### config.mk
export PLATFORM = sky130hd
export DESIGN_NAME = ip4_rtl_rd_arb
export DESIGN_NICKNAME = d
export VERILOG_FILES = /design/src/rtl/ip4_rtl_rd_arb.sv
export SDC_FILE = /design/constraint.sdc
export NUM_CORES = 1
export LEC_CHECK = 0
export ABC_AREA = 1
export CORE_AREA = 4 4 155 157
export CTS_CLUSTER_DIAMETER = 120
export DETAILED_ROUTE_END_ITERATION = 10
export DIE_AREA = 0 0 159 161
export GPL_TIMING_DRIVEN = 0
export SYNTH_ARGS = -nofsm -noshare
export SYNTH_HDL_FRONTEND = slang
export SYNTH_SLANG_ARGS = --single-unit
### constraint.sdc
create_clock -name clk -period 3 [get_ports clk]
set_clock_uncertainty 0.1 [all_clocks]
set_input_delay 0.45 -clock clk [delete_from_list [all_inputs] [get_ports clk]]
set_output_delay 0.45 -clock clk [all_outputs]
set_load 0.03 [all_outputs]
### src/rtl/ip4_rtl_rd_arb.sv
`default_nettype none
// ==========================================================================
// ip4_rtl_rd_arb : N-core AXI read-path arbiter (round-robin AR, ID-tag R routing)
// Revision 1.0
// ==========================================================================
module ip4_rtl_rd_arb #(
  parameter int NCORE    = 4,
  parameter int ADDR_W   = 32,
  parameter int DATA_W   = 64,
  parameter int ID_W     = 4,
  parameter int LEN_W    = 8,
  parameter int MAX_OUTS = 8,
  localparam int CW      = $clog2(NCORE),
  localparam int OW      = $clog2(MAX_OUTS + 1)
) (
  input  logic                    clk,
  input  logic                    rst_n,
  input  logic [NCORE-1:0]        s_arvalid,
  output logic [NCORE-1:0]        s_arready,
  input  logic [NCORE*ADDR_W-1:0] s_araddr,
  input  logic [NCORE*LEN_W-1:0]  s_arlen,
  input  logic [NCORE*ID_W-1:0]   s_arid,
  output logic [NCORE-1:0]        s_rvalid,
  input  logic [NCORE-1:0]        s_rready,
  output logic [DATA_W-1:0]       s_rdata,
  output logic [ID_W-1:0]         s_rid,
  output logic                    s_rlast,
  output logic                    m_arvalid,
  input  logic                    m_arready,
  output logic [ADDR_W-1:0]       m_araddr,
  output logic [LEN_W-1:0]        m_arlen,
  output logic [ID_W+CW-1:0]      m_arid,
  input  logic                    m_rvalid,
  output logic                    m_rready,
  input  logic [DATA_W-1:0]       m_rdata,
  input  logic [ID_W+CW-1:0]      m_rid,
  input  logic                    m_rlast,
  output logic [NCORE*OW-1:0]     outs_cnt,
  output logic                    err_orphan
);

  localparam logic [OW-1:0] MAX_CNT = OW'(MAX_OUTS);

  logic [CW-1:0]    rr_ptr;
  logic [OW-1:0]    cnt_r [NCORE];
  logic [NCORE-1:0] eligible;
  logic [NCORE-1:0] cnt_zero;
  logic [NCORE-1:0] inc;
  logic [NCORE-1:0] dec;
  logic             grant_vld;
  logic [CW-1:0]    grant_idx;
  logic             slot_free;
  logic             ar_fire;
  logic [CW-1:0]    r_tag;
  logic             tag_ok;
  logic             tag_zero;
  logic             r_fire;
  logic             r_orphan;

  function automatic logic [CW-1:0] wrap_add(input logic [CW-1:0] base, input int off);
    int s;
    s = int'(base) + off;
    if (s >= NCORE) s = s - NCORE;
    return CW'(s);
  endfunction

  assign slot_free = ~m_arvalid | m_arready;
  assign ar_fire   = slot_free & grant_vld;

  // Walk the ring from the far end so the closest eligible core to rr_ptr wins.
  always_comb begin
    logic [CW-1:0] idx;
    idx       = '0;
    grant_vld = 1'b0;
    grant_idx = rr_ptr;
    for (int k = NCORE - 1; k >= 0; k--) begin
      idx = wrap_add(rr_ptr, k);
      if (eligible[idx]) begin
        grant_vld = 1'b1;
        grant_idx = idx;
      end
    end
  end

  always_ff @(posedge clk or negedge rst_n) begin
    if (!rst_n) begin
      m_arvalid <= 1'b0;
      m_araddr  <= '0;
      m_arlen   <= '0;
      m_arid    <= '0;
      rr_ptr    <= '0;
    end else begin
      if (ar_fire) begin
        m_arvalid <= 1'b1;
        m_araddr  <= s_araddr[grant_idx*ADDR_W +: ADDR_W];
        m_arlen   <= s_arlen[grant_idx*LEN_W +: LEN_W];
        m_arid    <= {grant_idx, s_arid[grant_idx*ID_W +: ID_W]};
        rr_ptr    <= wrap_add(grant_idx, 1);
      end else if (m_arready) begin
        m_arvalid <= 1'b0;
      end
    end
  end

  assign r_tag   = m_rid[ID_W+CW-1:ID_W];
  assign tag_ok  = (int'(r_tag) < NCORE);
  assign s_rdata = m_rdata;
  assign s_rid   = m_rid[ID_W-1:0];
  assign s_rlast = m_rlast;

  // Tags with no core behind them are swallowed so the master never stalls.
  always_comb begin
    m_rready = 1'b1;
    if (tag_ok) m_rready = s_rready[r_tag];
  end

  always_comb begin
    tag_zero = 1'b0;
    for (int i = 0; i < NCORE; i++) begin
      if (r_tag == CW'(i)) tag_zero = cnt_zero[i];
    end
  end

  assign r_fire   = m_rvalid & m_rready;
  assign r_orphan = r_fire & (~tag_ok | tag_zero);

  generate
    for (genvar i = 0; i < NCORE; i++) begin : g_core
      assign eligible[i]  = s_arvalid[i] & (cnt_r[i] < MAX_CNT);
      assign cnt_zero[i]  = (cnt_r[i] == '0);
      assign s_arready[i] = slot_free & grant_vld & (grant_idx == CW'(i));
      assign s_rvalid[i]  = m_rvalid & tag_ok & (r_tag == CW'(i));
      assign inc[i]       = ar_fire & (grant_idx == CW'(i));
      assign dec[i]       = r_fire & m_rlast & tag_ok & (r_tag == CW'(i)) & ~cnt_zero[i];
      assign outs_cnt[i*OW +: OW] = cnt_r[i];

      always_ff @(posedge clk or negedge rst_n) begin
        if (!rst_n) begin
          cnt_r[i] <= '0;
        end else begin
          case ({inc[i], dec[i]})
            2'b10:   cnt_r[i] <= cnt_r[i] + OW'(1);
            2'b01:   cnt_r[i] <= cnt_r[i] - OW'(1);
            default: cnt_r[i] <= cnt_r[i];
          endcase
        end
      end
    end
  endgenerate

  always_ff @(posedge clk or negedge rst_n) begin
    if (!rst_n) err_orphan <= 1'b0;
    else if (r_orphan) err_orphan <= 1'b1;
  end

endmodule
`default_nettype wire

==> flow_metrics.py <==
metrics = {
    "run_status": {
        "status": "finished clean",
    },
    "place": {
        "hpwl_um": 19200,
        "placed_cell_area_mm2": 0.00940,
        "port_buffers": 332,
        "dp_slack_ns": -0.865,
        "finalWeightedCongestion": 0.854,
    },
    "sta": {
        "hold_ws_ns": 0.376,
        "finalMaxSlewViolations": 0,
        "period_share_pct": 97.6,
        "finalSetupTns_ns": 0,
        "setup_violations": 0,
        "layout_min_cycle_time_ns": 2.93,
        "fmax_mhz": 341,
        "relSlewSlack_pct": 61.7,
        "rsz0062_at_grt": "true",
        "hold_viol_final": 0,
        "tightest_slew_ns": 0.567,
        "finalWorstSetupSlack_ns": 0.0716,
    },
    "synthesis": {
        "ys_warn_count": 0,
        "yosys-top-cells-count": "nand2_1, inv_1, nand3_1",
        "ys.flop_type": "dfrtp_1",
        "synth_area_mm2": 0.00567,
        "yosysTopAreaCellShare_pct": 29.1,
        "yosysUniqueCellTypes": 34,
        "seq_area_frac_synth_pct": 29.1,
        "netlist_instances": 855,
        "yosys.area.top_type": "dfrtp_1",
        "syn-mean-instance-area_um2": 6.63,
        "syn-num-nets": 1126,
        "synth_edf_count": 0,
        "synthMostInstantiatedCell": "nand2_1",
        "yosys-top-cells-area": "dfrtp_1, nand2_1, nand3_1",
        "ys_seq_elements": 66,
        "async_reset_ff_share_pct": 100,
    },
    "pwr": {
        "power.total_mw": 12.8,
        "p_int_mw": 5.85,
        "switching_share_pct": 54.2,
        "pwr-share-comb_pct": 77.5,
        "seqPwrFrac_pct": 13.7,
        "peakVddDrop_mv": 0.486,
        "power_density_mw_per_mm2": 1260,
        "clkPwrFrac_pct": 8.7,
        "p_switching_mw": 6.92,
        "p_leak_nw": 4.96,
    },
    "routing": {
        "wirelength_um": 24500,
        "avgViaCountPerCell": 4.43,
        "avgRoutedWirePerCell_um": 16.2,
        "drtIter0Drc": 201,
        "drc": 0,
        "antenna_left": 0,
        "first_pass_iters": 5,
        "vias": 6695,
    },
    "critical_path": {
        "arrival_ns": 3.09,
        "crit_path_start_kind": "register",
        "slowest_delay_ns": 0.37,
        "cp_top_family": "simple AND/OR/NAND/NOR gates",
        "required_ns": 3.16,
        "end_kind": "register",
        "path_buf_inv": 6,
        "critPathMaxFanout": 5,
        "worst-setup-path-type": "reg -> reg",
        "worstPathCellList": "buf_6 -> buf_4 -> nand3_2 -> nand3_1 -> nand2_2 -> nand2_4 -> nand3_4 -> nand2_4 -> nand2_8 -> buf_12 -> nor2_4 -> inv_2 -> nor2_4 -> inv_2 -> ha_4 -> nand2_1 -> inv_2 -> nor2_4 -> ha_2 -> a21oi_1 -> or2_4 -> a21oi_2",
        "slowest_stage": "dfrtp_1",
    },
    "final_layout": {
        "nNetsFinal": 1490,
        "final_cell_area_mm2": 0.0101,
        "drive_gt1_share_pct": 17.4,
        "area_growth_pct": 78.3,
    },
    "cts": {
        "path_clk_slew_ns": 0.06,
        "root_buffer": "clkbuf_16",
        "cts_buffers": 9,
        "cts_max_level": 3,
        "tritoncts": "built",
        "cts_buffer_depth": 2,
        "clock_latency_ns": 0.33,
        "cts.sinks": 66,
    },
    "floorplanning": {
        "fp.dieH_um": 161,
        "num_rows": 55,
        "die_w_um": 159,
        "dieArea_mm2": 0.0256,
        "ioPinCount": 401,
        "core_mm2": 0.0225,
        "start_util_pct": 25.2,
    },
    "grt": {
        "grtUsageTotal_pct": 17.8,
        "grt_max_degree": 35,
        "grt_util_met1_pct": 21.0,
        "grt_pass1_vias": 6637,
        "grt_use_met3_pct": 5.31,
        "grt_antenna_before_repair": 1,
        "grtUsageMet2_pct": 31.5,
        "top_usage_layer": "met2",
        "grt_pass1_wl_um": 36600,
        "grt.overflow.total": 0,
    },
    "job": {
        "maxCapViolCount": 0,
    },
    "worst_hold_path": {
        "timing.hold.worst.class": "reg -> reg",
    },
}
[flip-flops by register name, indices dropped and copies added (netlist names)]
| signal | count |
|---|---|
| m_araddr | 32 |
| rr_ptr | 2 |
| err_orphan | 1 |
| m_arvalid | 1 |
| m_arid | 6 |
| outs_cnt | 16 |
| m_arlen | 8 |
[power by group through the flow]
stage	Sequential [mW]	Combinational (mW)	Clock [mW]
3_5_place_dp	1.74	9.15	0
2_1_floorplan	2.52	5.07	0
5_1_grt	1.81	10.9	1.19
3_3_place_gp	1.74	9.11	0
4_1_cts	1.74	9.58	1.15
6_report	1.75	9.90	1.11
[worst min-delay path: cells and delay by family, from the launching register on]
family	cells	cell delay, ns
flip-flops	1	0.34
AND/OR/NAND/NOR	2	0.10
[cells by family (layout without fill, tap and decap cells)]
group / Yosys count / after routing / synth area share [%]
XOR/XNOR: 15 / 15 / 2.32
AO/OA/AOI/OAI: 65 / 65 / 8.19
buffers and inverters: 257 / 626 / 23.1
AND/OR/NAND/NOR: 440 / 440 / 34.6
adder cells (fa/ha/maj): 12 / 12 / 2.65
other: 0 / 1 / 0
flip-flops: 66 / 66 / 29.1
[metrics by stage]
step | cells | util [%]
floorplan | 855 | -
global placement | 1472 | 41.7
detailed placement | 1473 | 41.8
CTS | 1495 | 43.7
global route | 1510 | 44.9
finish | 1510 | 44.9
[layout by cell type (no fill, tap or decap), drive strengths merged, types with 4 or more instances in the layout]
cell type / count
o211ai: 41
nand3: 115
clkbuf: 12
inv: 147
o31ai: 4
a21oi: 6
ha: 12
clkdlybuf4s50: 323
dfrtp: 66
o21ai: 7
nand3b: 29
buf: 130
nand2: 266
nor2: 25
xor2: 4
xnor2: 11
o41ai: 4
[what timing repair did]
action                                 4_1_cts  5_1_grt
hold buffers                                 1        0
gates cloned                                 0        1
resized for setup                           37       55
buffers inserted                             6       13
pin swaps                                    8       17
endpoints found under the hold margin       33        0
setup endpoints to repair                   17       15
[layer usage]
metal | vias to the layer above | part of all wire [%]
met1 | 3064 | 40
met2 | 269 | 50
met5 | - | 0
met4 | 0 | 1.6
met3 | 20 | 7.8
li1 | 3342 | -
[final cells by class]
| cell class | count | area [µm²] |
|---|---|---|
| Tap cell | 285 | 357 |
| Antenna cell | 1 | 2.50 |
| Sequential cell | 66 | 1660 |
| Fill cell | 2308 | 12400 |
| Buffer | 108 | 801 |
| Timing Repair Buffer | 354 | 3500 |
| Clock buffer | 10 | 239 |
| Inverter | 148 | 573 |
| Multi-Input combinational cell | 532 | 2920 |
| Clock inverter | 6 | 66.3 |
[path summary, 6_finish.rpt]
kind                                               start  cells past startpoint                       end  slack (ns)
worst max-delay path               rr_ptr[0]$_DFFE_PN0P_                     22   outs_cnt[2]$_DFFE_PN0P_        0.07
worst min-delay path            m_araddr[21]$_DFFE_PN0P_                      2  m_araddr[21]$_DFFE_PN0P_        0.38
worst max register to register     rr_ptr[0]$_DFFE_PN0P_                     22   outs_cnt[2]$_DFFE_PN0P_        0.07
worst min register to register  m_araddr[21]$_DFFE_PN0P_                      2  m_araddr[21]$_DFFE_PN0P_        0.38
max in group asynchronous                          rst_n                      3  m_araddr[31]$_DFFE_PN0P_        1.71
min in group asynchronous                          rst_n                      2  m_araddr[21]$_DFFE_PN0P_        0.52
No activity file was read; power rests on OpenSTA's default activity.
